==> src/rtl/fifo_pkg.sv <==
// Shared types and constants for the FIFO read-port to stream adapter.
// Latency: none (declarations only).
// Backpressure: n/a.
package fifo_pkg;

    // Request FSM: HOLD covers the cycle after an issue, when the FIFO empty flag is stale.
    typedef enum logic {
        REQ_IDLE = 1'b0,
        REQ_HOLD = 1'b1
    } req_state_t;

    localparam int SKID_DEPTH = 2;
    localparam int OCC_W      = 2;

    // True when one more response can land without overflowing the skid buffer.
    function automatic logic room_for_req(input logic [OCC_W-1:0] occ, input logic outst);
        return ({1'b0, occ} + {2'b00, outst}) < 3'(SKID_DEPTH);
    endfunction

endpackage

==> src/rtl/fifo_rd_stream_if.sv <==
// Bundle of FIFO read-port and output-stream signals for fifo_rd_stream.
// Latency: none (wiring only).
// Backpressure: m_ready from the sink; FIFO side is request/response.
interface fifo_rd_stream_if #(
    parameter int WIDTH = 4,
    parameter int CNT_W = 16
);
    import fifo_pkg::*;

    logic             fifo_empty;
    logic             fifo_rd_valid;
    logic [WIDTH-1:0] fifo_rd_data;
    logic             fifo_rd_ready;
    logic             m_valid;
    logic             m_ready;
    logic [WIDTH-1:0] m_data;
    logic [OCC_W-1:0] occupancy;
    logic [CNT_W-1:0] word_count;
    logic             err;

    // Adapter side.
    modport slave (
        input  fifo_empty, fifo_rd_data, fifo_rd_ready, m_ready,
        output fifo_rd_valid, m_valid, m_data, occupancy, word_count, err
    );

    // FIFO + sink side (environment).
    modport master (
        output fifo_empty, fifo_rd_data, fifo_rd_ready, m_ready,
        input  fifo_rd_valid, m_valid, m_data, occupancy, word_count, err
    );
endinterface

==> src/rtl/fifo_rd_stream_skid_buf.sv <==
// Two-entry in-order skid buffer; head_data is always the oldest word.
// Latency: push visible on head_data/count the cycle after the push.
// Backpressure: pop ignored when empty; push dropped when full without pop.
module skid_buf
    import fifo_pkg::*;
#(
    parameter int WIDTH = 4
) (
    input  logic             clk,
    input  logic             rst,
    input  logic             push,
    input  logic [WIDTH-1:0] push_data,
    input  logic             pop,
    output logic [WIDTH-1:0] head_data,
    output logic [OCC_W-1:0] count
);

    logic [WIDTH-1:0] e0_q, e0_d;
    logic [WIDTH-1:0] e1_q, e1_d;
    logic [OCC_W-1:0] cnt_q, cnt_d;

    // Next-state for entries and count; pop+push keeps the count and shifts in order.
    always_comb begin
        e0_d  = e0_q;
        e1_d  = e1_q;
        cnt_d = cnt_q;
        if (pop && (cnt_q != '0)) begin
            if (push) begin
                if (cnt_q == OCC_W'(1)) begin
                    e0_d = push_data;
                end else begin
                    e0_d = e1_q;
                    e1_d = push_data;
                end
            end else begin
                e0_d  = e1_q;
                cnt_d = cnt_q - OCC_W'(1);
            end
        end else if (push && (cnt_q < OCC_W'(SKID_DEPTH))) begin
            if (cnt_q == '0) begin
                e0_d = push_data;
            end else begin
                e1_d = push_data;
            end
            cnt_d = cnt_q + OCC_W'(1);
        end
    end

    // Entry and count registers.
    always_ff @(posedge clk) begin
        if (rst) begin
            e0_q  <= '0;
            e1_q  <= '0;
            cnt_q <= '0;
        end else begin
            e0_q  <= e0_d;
            e1_q  <= e1_d;
            cnt_q <= cnt_d;
        end
    end

    assign head_data = e0_q;
    assign count     = cnt_q;

endmodule

==> src/rtl/fifo_rd_stream.sv <==
// Turns a FIFO request / 1-cycle-response read port into a valid/ready stream.
// Latency: request cycle N -> m_valid at N+2; at most one request every 2 cycles.
// Backpressure: m_ready low fills the 2-entry skid buffer, then requests stop.
module fifo_rd_stream
    import fifo_pkg::*;
#(
    parameter int WIDTH = 4,
    parameter int CNT_W = 16
) (
    input  logic             rd_clk,
    input  logic             rst,
    fifo_rd_stream_if.slave  bus
);

    req_state_t       state_q, state_d;
    logic             outst_q, outst_d;
    logic             first_q;
    logic             err_q, err_d;
    logic [CNT_W-1:0] cnt_q, cnt_d;
    logic             issue, capture, pop;
    logic [OCC_W-1:0] occ;
    logic [WIDTH-1:0] head;

    // Issue/capture/pop decisions and next-state for error flag and counter.
    // issue is combinational on fifo_empty: the flag must be fresh when the request goes out.
    always_comb begin
        issue   = !rst && !bus.fifo_empty && (state_q == REQ_IDLE) && room_for_req(occ, outst_q);
        capture = outst_q && bus.fifo_rd_ready;
        pop     = (occ != '0) && bus.m_ready;
        state_d = issue ? REQ_HOLD : REQ_IDLE;
        outst_d = issue;
        // A response right after reset belongs to a pre-reset request: ignore it.
        err_d   = err_q
                | (bus.fifo_rd_ready && !outst_q && !first_q)
                | (outst_q && !bus.fifo_rd_ready);
        cnt_d   = pop ? cnt_q + CNT_W'(1) : cnt_q;
    end

    // Request FSM and outstanding-response bit.
    always_ff @(posedge rd_clk) begin
        if (rst) begin
            state_q <= REQ_IDLE;
            outst_q <= 1'b0;
        end else begin
            state_q <= state_d;
            outst_q <= outst_d;
        end
    end

    // Sticky error, delivered-word counter and post-reset marker.
    always_ff @(posedge rd_clk) begin
        if (rst) begin
            err_q   <= 1'b0;
            cnt_q   <= '0;
            first_q <= 1'b1;
        end else begin
            err_q   <= err_d;
            cnt_q   <= cnt_d;
            first_q <= 1'b0;
        end
    end

    skid_buf #(.WIDTH(WIDTH)) u_skid (
        .clk       (rd_clk),
        .rst       (rst),
        .push      (capture && !first_q),
        .push_data (bus.fifo_rd_data),
        .pop       (pop),
        .head_data (head),
        .count     (occ)
    );

    assign bus.fifo_rd_valid = issue;
    assign bus.m_valid       = (occ != '0);
    assign bus.m_data        = head;
    assign bus.occupancy     = occ;
    assign bus.word_count    = cnt_q;
    assign bus.err           = err_q;

endmodule

==> src/flat_wrapper.sv <==
// flat-port wrapper written by rule: the top's interface ports become plain ports
module fifo_rd_stream_flat import fifo_pkg::*;
#(
    parameter int WIDTH = 4,
    parameter int CNT_W = 16
)
  (rd_clk, rst, bus_fifo_empty, bus_fifo_rd_data, bus_fifo_rd_ready, bus_m_ready, bus_fifo_rd_valid, bus_m_valid, bus_m_data, bus_occupancy, bus_word_count, bus_err);
  fifo_rd_stream_if #(.WIDTH(WIDTH), .CNT_W(CNT_W)) bus_i ();
  input  logic rd_clk;
  input  logic rst;
  input wire logic [$bits(bus_i.fifo_empty)-1:0] bus_fifo_empty;
  input wire logic [$bits(bus_i.fifo_rd_data)-1:0] bus_fifo_rd_data;
  input wire logic [$bits(bus_i.fifo_rd_ready)-1:0] bus_fifo_rd_ready;
  input wire logic [$bits(bus_i.m_ready)-1:0] bus_m_ready;
  output wire logic [$bits(bus_i.fifo_rd_valid)-1:0] bus_fifo_rd_valid;
  output wire logic [$bits(bus_i.m_valid)-1:0] bus_m_valid;
  output wire logic [$bits(bus_i.m_data)-1:0] bus_m_data;
  output wire logic [$bits(bus_i.occupancy)-1:0] bus_occupancy;
  output wire logic [$bits(bus_i.word_count)-1:0] bus_word_count;
  output wire logic [$bits(bus_i.err)-1:0] bus_err;
  assign bus_i.fifo_empty = bus_fifo_empty;
  assign bus_i.fifo_rd_data = bus_fifo_rd_data;
  assign bus_i.fifo_rd_ready = bus_fifo_rd_ready;
  assign bus_i.m_ready = bus_m_ready;
  assign bus_fifo_rd_valid = bus_i.fifo_rd_valid;
  assign bus_m_valid = bus_i.m_valid;
  assign bus_m_data = bus_i.m_data;
  assign bus_occupancy = bus_i.occupancy;
  assign bus_word_count = bus_i.word_count;
  assign bus_err = bus_i.err;
  fifo_rd_stream #(.WIDTH(WIDTH), .CNT_W(CNT_W)) u_core (.rd_clk(rd_clk), .rst(rst), .bus(bus_i));
endmodule
==> config.mk <==
export PLATFORM = sky130hd
export DESIGN_NAME = fifo_rd_stream_flat
export DESIGN_NICKNAME = d
export VERILOG_FILES = /design/src/rtl/fifo_pkg.sv /design/src/rtl/fifo_rd_stream_if.sv /design/src/rtl/fifo_rd_stream_skid_buf.sv /design/src/rtl/fifo_rd_stream.sv /design/src/flat_wrapper.sv
export SDC_FILE = /design/constraint.sdc
export NUM_CORES = 1
export LEC_CHECK = 0
export ABC_AREA = 1
export ABC_CLOCK_PERIOD_IN_PS = 2100
export CAP_MARGIN = 40
export CORE_ASPECT_RATIO = 0.6
export CORE_MARGIN = 4
export CORE_UTILIZATION = 55
export CTS_BUF_LIST = sky130_fd_sc_hd__clkbuf_8
export DETAILED_ROUTE_END_ITERATION = 8
export GPL_TIMING_DRIVEN = 0
export HOLD_SLACK_MARGIN = 0.02
export PLACE_DENSITY = 0.87
export SLEW_MARGIN = 20
export SYNTH_ARGS = -nofsm -noshare
export SYNTH_HDL_FRONTEND = slang
export SYNTH_SLANG_ARGS = --single-unit
==> constraint.sdc <==
create_clock -name rd_clk -period 2.1 [get_ports rd_clk]
set_input_delay 0.525 -clock rd_clk [delete_from_list [all_inputs] [get_ports rd_clk]]
set_output_delay 0.525 -clock rd_clk [all_outputs]
set_load 0.005 [all_outputs]
Yosys cells after proc, flatten, opt, wreduce, memory -nomap -nowiden
Cells that the tools add are included.
- bits in registers: 30
- input bits: 9
- add/subtract/negate cells: 4
- $lt $le $gt $ge: 2
- equality and inequality tests: 5
- mux-type cells: 15
- bitwise operators: 3
- reductions and logical operators: 23
- operators by type and width (operator ; number):
    2-to-1 mux 4 bit ; 10
    adder 16 x 1 -> 16 bit, second input constant ; 1
    logical AND 1 bit ; 11
    != test 2 bit, second input constant ; 4
    2-to-1 mux 2 bit ; 3
    nonzero test 2 bit ; 3
    zero test 1 bit ; 5
    AND reduction 2 bit ; 2
    AND reduction 4 bit ; 1
    adder 2 x 1 -> 3 bit ; 1
    less-than comparator 3 x 2 -> 1 bit, second input constant ; 1
    adder 2 x 1 -> 2 bit, second input constant ; 1
    equality test 2 x 1 -> 1 bit, second input constant ; 1
    zero test 2 bit ; 1
    less-than comparator 2 bit, second input constant ; 1
    2-to-1 mux 1 bit ; 2
    OR 1 bit ; 2
    subtractor 2 x 1 -> 2 bit, second input constant ; 1
    NOT 1 bit ; 1

Depth between registers and ports, before layout
- depth after elaboration: 5
- depth in mapped cells: 11

Hierarchy
From an unflattened synthesis, not the netlist that was laid out.
- cell total of the unflattened synthesis: 230
- area total of the unflattened synthesis: 1569.0 um2
- by module, submodules not included (module ; times used ; cells each ; area each (um2)):
    fifo_rd_stream ; 1 ; 144 ; 963.4
    skid_buf ; 1 ; 86 ; 605.6

Worst setup path before layout
No wires, ideal clock.
- path kind: register to register
- start: register u_core.u_skid.cnt_q[1], in the netlist u_core.u_skid.count[1]
- end: register u_core.cnt_q[14], in the netlist u_core.bus.word_count[14]
- library setup time: 0.112 ns
- arrival: 1.352 ns
- data required time: 1.988 ns
- path slack: 0.636 ns
- stages on the path, launching flop included: 11
- period minus slack after synthesis: 1.464 ns
- path through: dfxtp_1 -> inv_1 -> ha_1 -> inv_1 -> nand2_4 -> nor2_8 -> nand2_2 -> nor2_1 -> nand3_1 -> nand2_1 -> nor2_1
- longest elaborated chain between the ends: 2
- RTL lines (element ; line ; RTL):
    start: declaration ; fifo_rd_stream_skid_buf.sv:20 ; logic [OCC_W-1:0] cnt_q, cnt_d;
    start signal: assignment ; fifo_rd_stream_skid_buf.sv:58 ; cnt_q <= cnt_d;
    nonzero test 2 bit ; fifo_rd_stream.sv:29 ; pop = (occ != '0) && bus.m_ready;
    logical AND 1 bit ; fifo_rd_stream.sv:29 ;
    end signal: assignment ; fifo_rd_stream.sv:58 ; cnt_q <= cnt_d;
    end: declaration ; fifo_rd_stream.sv:19 ; logic [CNT_W-1:0] cnt_q, cnt_d;
No other way between the ends.
A chain may end at the register's enable or synchronous reset.

Worst setup path in the final report
- start: register u_core.u_skid.cnt_q[1], in the netlist u_core.u_skid.count[1]
- end: output bus_m_valid
- longest elaborated chain between the ends: 1
- RTL lines (element ; line ; RTL):
    nonzero test 2 bit ; fifo_rd_stream.sv:74 ; assign bus.m_valid = (occ != '0);
    end: declaration ; flat_wrapper.sv:16 ; output wire logic [$bits(bus_i.m_valid)-1:0] bus_m_valid;
No other way between the ends.

==> flow_metrics.env <==
export IMPL_core_um2=2490
export IMPL_p_leak_nw=0.788
export IMPL_synthTopCellsByArea="dfxtp_1 (40%), nand2_1 (9.2%), a21oi_1 (7.7%), inv_1 (7.6%), o21ai_0 (5.6%)"
export IMPL_layout_commonest_cell="nand2_1"
export IMPL_synth_mux_area_share_pct=0
export IMPL_worstSkewPairLatency_ns=0.29
export IMPL_status="complete, no violations"
export IMPL_min_from="u_core.u_skid.e1_q[2]"
export IMPL_yosys_area_share_xor_xnor_pct=0
export IMPL_syn_num_nets=211
export IMPL_tightest_slew_ns=0.396
export IMPL_setup_violations=0
export IMPL_cts_buffers=5
export IMPL_ant_nets=0
export IMPL_cts_sinks=29
export IMPL_clk_pin_slew_ns=0.06
export IMPL_grt_first_pass_wirelength_um=5730
export IMPL_syn_to_final_growth_pct=36.5
export IMPL_max_slew_margin_pct=73.6
export IMPL_netlist_instances=198
export IMPL_grt_max_degree=11
export IMPL_htree_levels=2
export IMPL_grtUsageTotal_pct=22.8
export IMPL_critPathLaunchType="flop"
export IMPL_fp_dieArea_um2=3510
export IMPL_dr_pass1_iters=4
export IMPL_synth_seq_area_share_pct=40.5
export IMPL_cp_required_ns=1.57
export IMPL_drive_gt1_share_pct=13.4
export IMPL_vias=1416
export IMPL_start_util_pct=57.6
export IMPL_synth_seq_cells=29
export IMPL_arrival_ns=1.50
export IMPL_crit_path_end_kind="output pin"
export IMPL_postCtsSetupRepairBufs=0
export IMPL_cts_hold_fix_buffers=0
export IMPL_final_cell_mix="nand2_1 (35), clkdlybuf4s50_1 (32), inv_1 (28)"
export IMPL_syn_avg_cell_area_um2=7.24
export IMPL_drc=0
export IMPL_vias_per_cell=5.23
export IMPL_drtIter0Drc=82
export IMPL_grt_overflow_total=0
export IMPL_synth_compound_gate_area_share_pct=15.7
export IMPL_max_vdd_ir_drop_v=0.000936
export IMPL_clock_path_buffers=2
export IMPL_period_needed_ns=2.02
export IMPL_critical_path_reg2reg_endpoint="u_core.bus.word_count[14]"
export IMPL_rsz0062_at_grt="no"
export IMPL_fin_tns_setup_ns=0
export IMPL_cts_root_buf="clkbuf_8"
export IMPL_wl_um=3580
export IMPL_crit_fanout=6
export IMPL_grt_pass1_vias=1301
export IMPL_num_antenna_cells=0
export IMPL_criticalPathCategory="reg -> out"
export IMPL_io_pins=34
export IMPL_rr_worst_depth=10
export IMPL_wl_per_cell_um=13.2
export IMPL_dieHeight_um=47.6
export IMPL_final_max_slew_violation_count=0
export IMPL_hold_end="u_core.u_skid.e1_q[2]"
export IMPL_synth_top_family_by_area="simple AND/OR/NAND/NOR gates"
export IMPL_synth_top_cell_area_share_pct=40.5
export IMPL_cts_tree="done"
export IMPL_r2r_start="u_core.u_skid.count[0]"
export IMPL_hold_depth=2
export IMPL_fmax_mhz=495
export IMPL_rows=14
export IMPL_ys_warn_count=0
export IMPL_power_density_nw_per_um2=825
export IMPL_dpl_hpwl_um=2470
export IMPL_maxCapViolCount=0
export IMPL_finalHoldViolCount=0
export IMPL_netlist_area_um2=1430
export IMPL_place_inst=263
export IMPL_synth_simple_area_share_pct=31.4
export IMPL_finalNonFillerCells=271
export IMPL_synthAdderAreaFrac_pct=3.49
export IMPL_gp_congestion=0.873
export IMPL_finalCritPeriodShare_pct=96.2
export IMPL_skew_ns=0.00682
export IMPL_fin_nets=251
export IMPL_synth_top_area_cell="dfxtp_1"
export IMPL_die_w_um=73.9
export IMPL_antenna_found_initial=0
export IMPL_numPortBuffers=33
export IMPL_ff2ff_setup_slack_ns=0.45
export IMPL_yosys_cell_types_count=28
export IMPL_min_path_type="reg -> reg"
==> cell families (layout without fill, tap and decap cells) <==
family                     count (synthesis)  in the layout
and+or+nand+nor                           89             89
AOI/OAI and AO/OA                         42             42
buffers and inverters                     34             75
DFF                                       29             29
adders and majority gates                  4              4
==> worst max-delay path: stages (launching register included) <==
cell	delay, ns
dfxtp_4	0.38
inv_2	0.07
ha_2	0.19
inv_1	0.07
clkdlybuf4s50_1	0.50
==> metal layers <==
| layer | GRT usage [%] | part of all wire [%] |
|---|---|---|
| met4 | 14.8 | 2.3 |
| met3 | 6.92 | 7.0 |
| met2 | 34.9 | 45 |
| met5 | 0 | 0 |
| met1 | 28.7 | 46 |
==> per-stage QoR <==
stage                     util, %  instance area [um^2]  hold slack (ns)  worst slack [ns]  power [mW]
after global routing         78.7                  1960            0.487           0.00993        1.69
after global placement       72.5                  1800            0.451            -0.465       0.911
after floorplan                 -                  1430            0.441             0.636       0.786
final                        78.7                  1960            0.464            0.0790        1.61
after CTS                    78.3                  1950            0.465            0.0141        1.62
after detailed placement     72.5                  1800            0.458            -0.448       0.917
==> state kept, by name, indices dropped and copies added, names as in the netlist <==
| signal | count |
|---|---|
| u_core.bus.word_count | 16 |
| u_core.outst_q | 1 |
| u_core.bus.err | 1 |
| u_core.first_q | 1 |
| u_core.u_skid.e1_q | 4 |
| u_core.u_skid.head_data | 4 |
| u_core.u_skid.count | 2 |
==> area by class of cell <==
cell class	count	area, um^2
Inverter	32	120
Timing Repair Buffer	33	325
Buffer	2	17.5
Multi-Input combinational cell	135	734
Clock inverter	3	65.1
Sequential cell	29	586
Tap cell	32	40.0
Clock buffer	5	68.8
Fill cell	177	531
==> where the power goes <==
group / internal [mW] / switching (mW)
combinational: 0.139 / 0.170
clock: 0.471 / 0.219
sequential: 0.586 / 0.0286
==> cells in the mapped netlist (all sizes together) <==
cell type,count
a21oi,22
and3,1
clkbuf,2
clkinv,1
dfxtp,29
ha,4
inv,31
nand2,41
nand3,13
nand4,1
nor2,23
nor3,4
nor3b,2
nor4,3
o211ai,1
o21ai,17
o21bai,2
or2,1
==> timing repair <==
item                       4_1_cts  5_1_grt
pin swaps                        0        0
setup endpoints to repair        2        2
resized for setup                9        4
==> how the worst max path moves through the flow <==
stage / startpoint / depth (start not counted) / endpoint
2_1_floorplan: u_core.u_skid.count[1] / 10 / u_core.bus.word_count[14]
3_3_place_gp: rst / 4 / bus_fifo_rd_valid
3_5_place_dp: rst / 4 / bus_fifo_rd_valid
4_1_cts: u_core.u_skid.count[1] / 4 / bus_m_valid
5_1_grt: u_core.u_skid.count[0] / 4 / bus_m_valid
6_report: u_core.u_skid.count[1] / 4 / bus_m_valid
(Power assumes the default switching activity.)
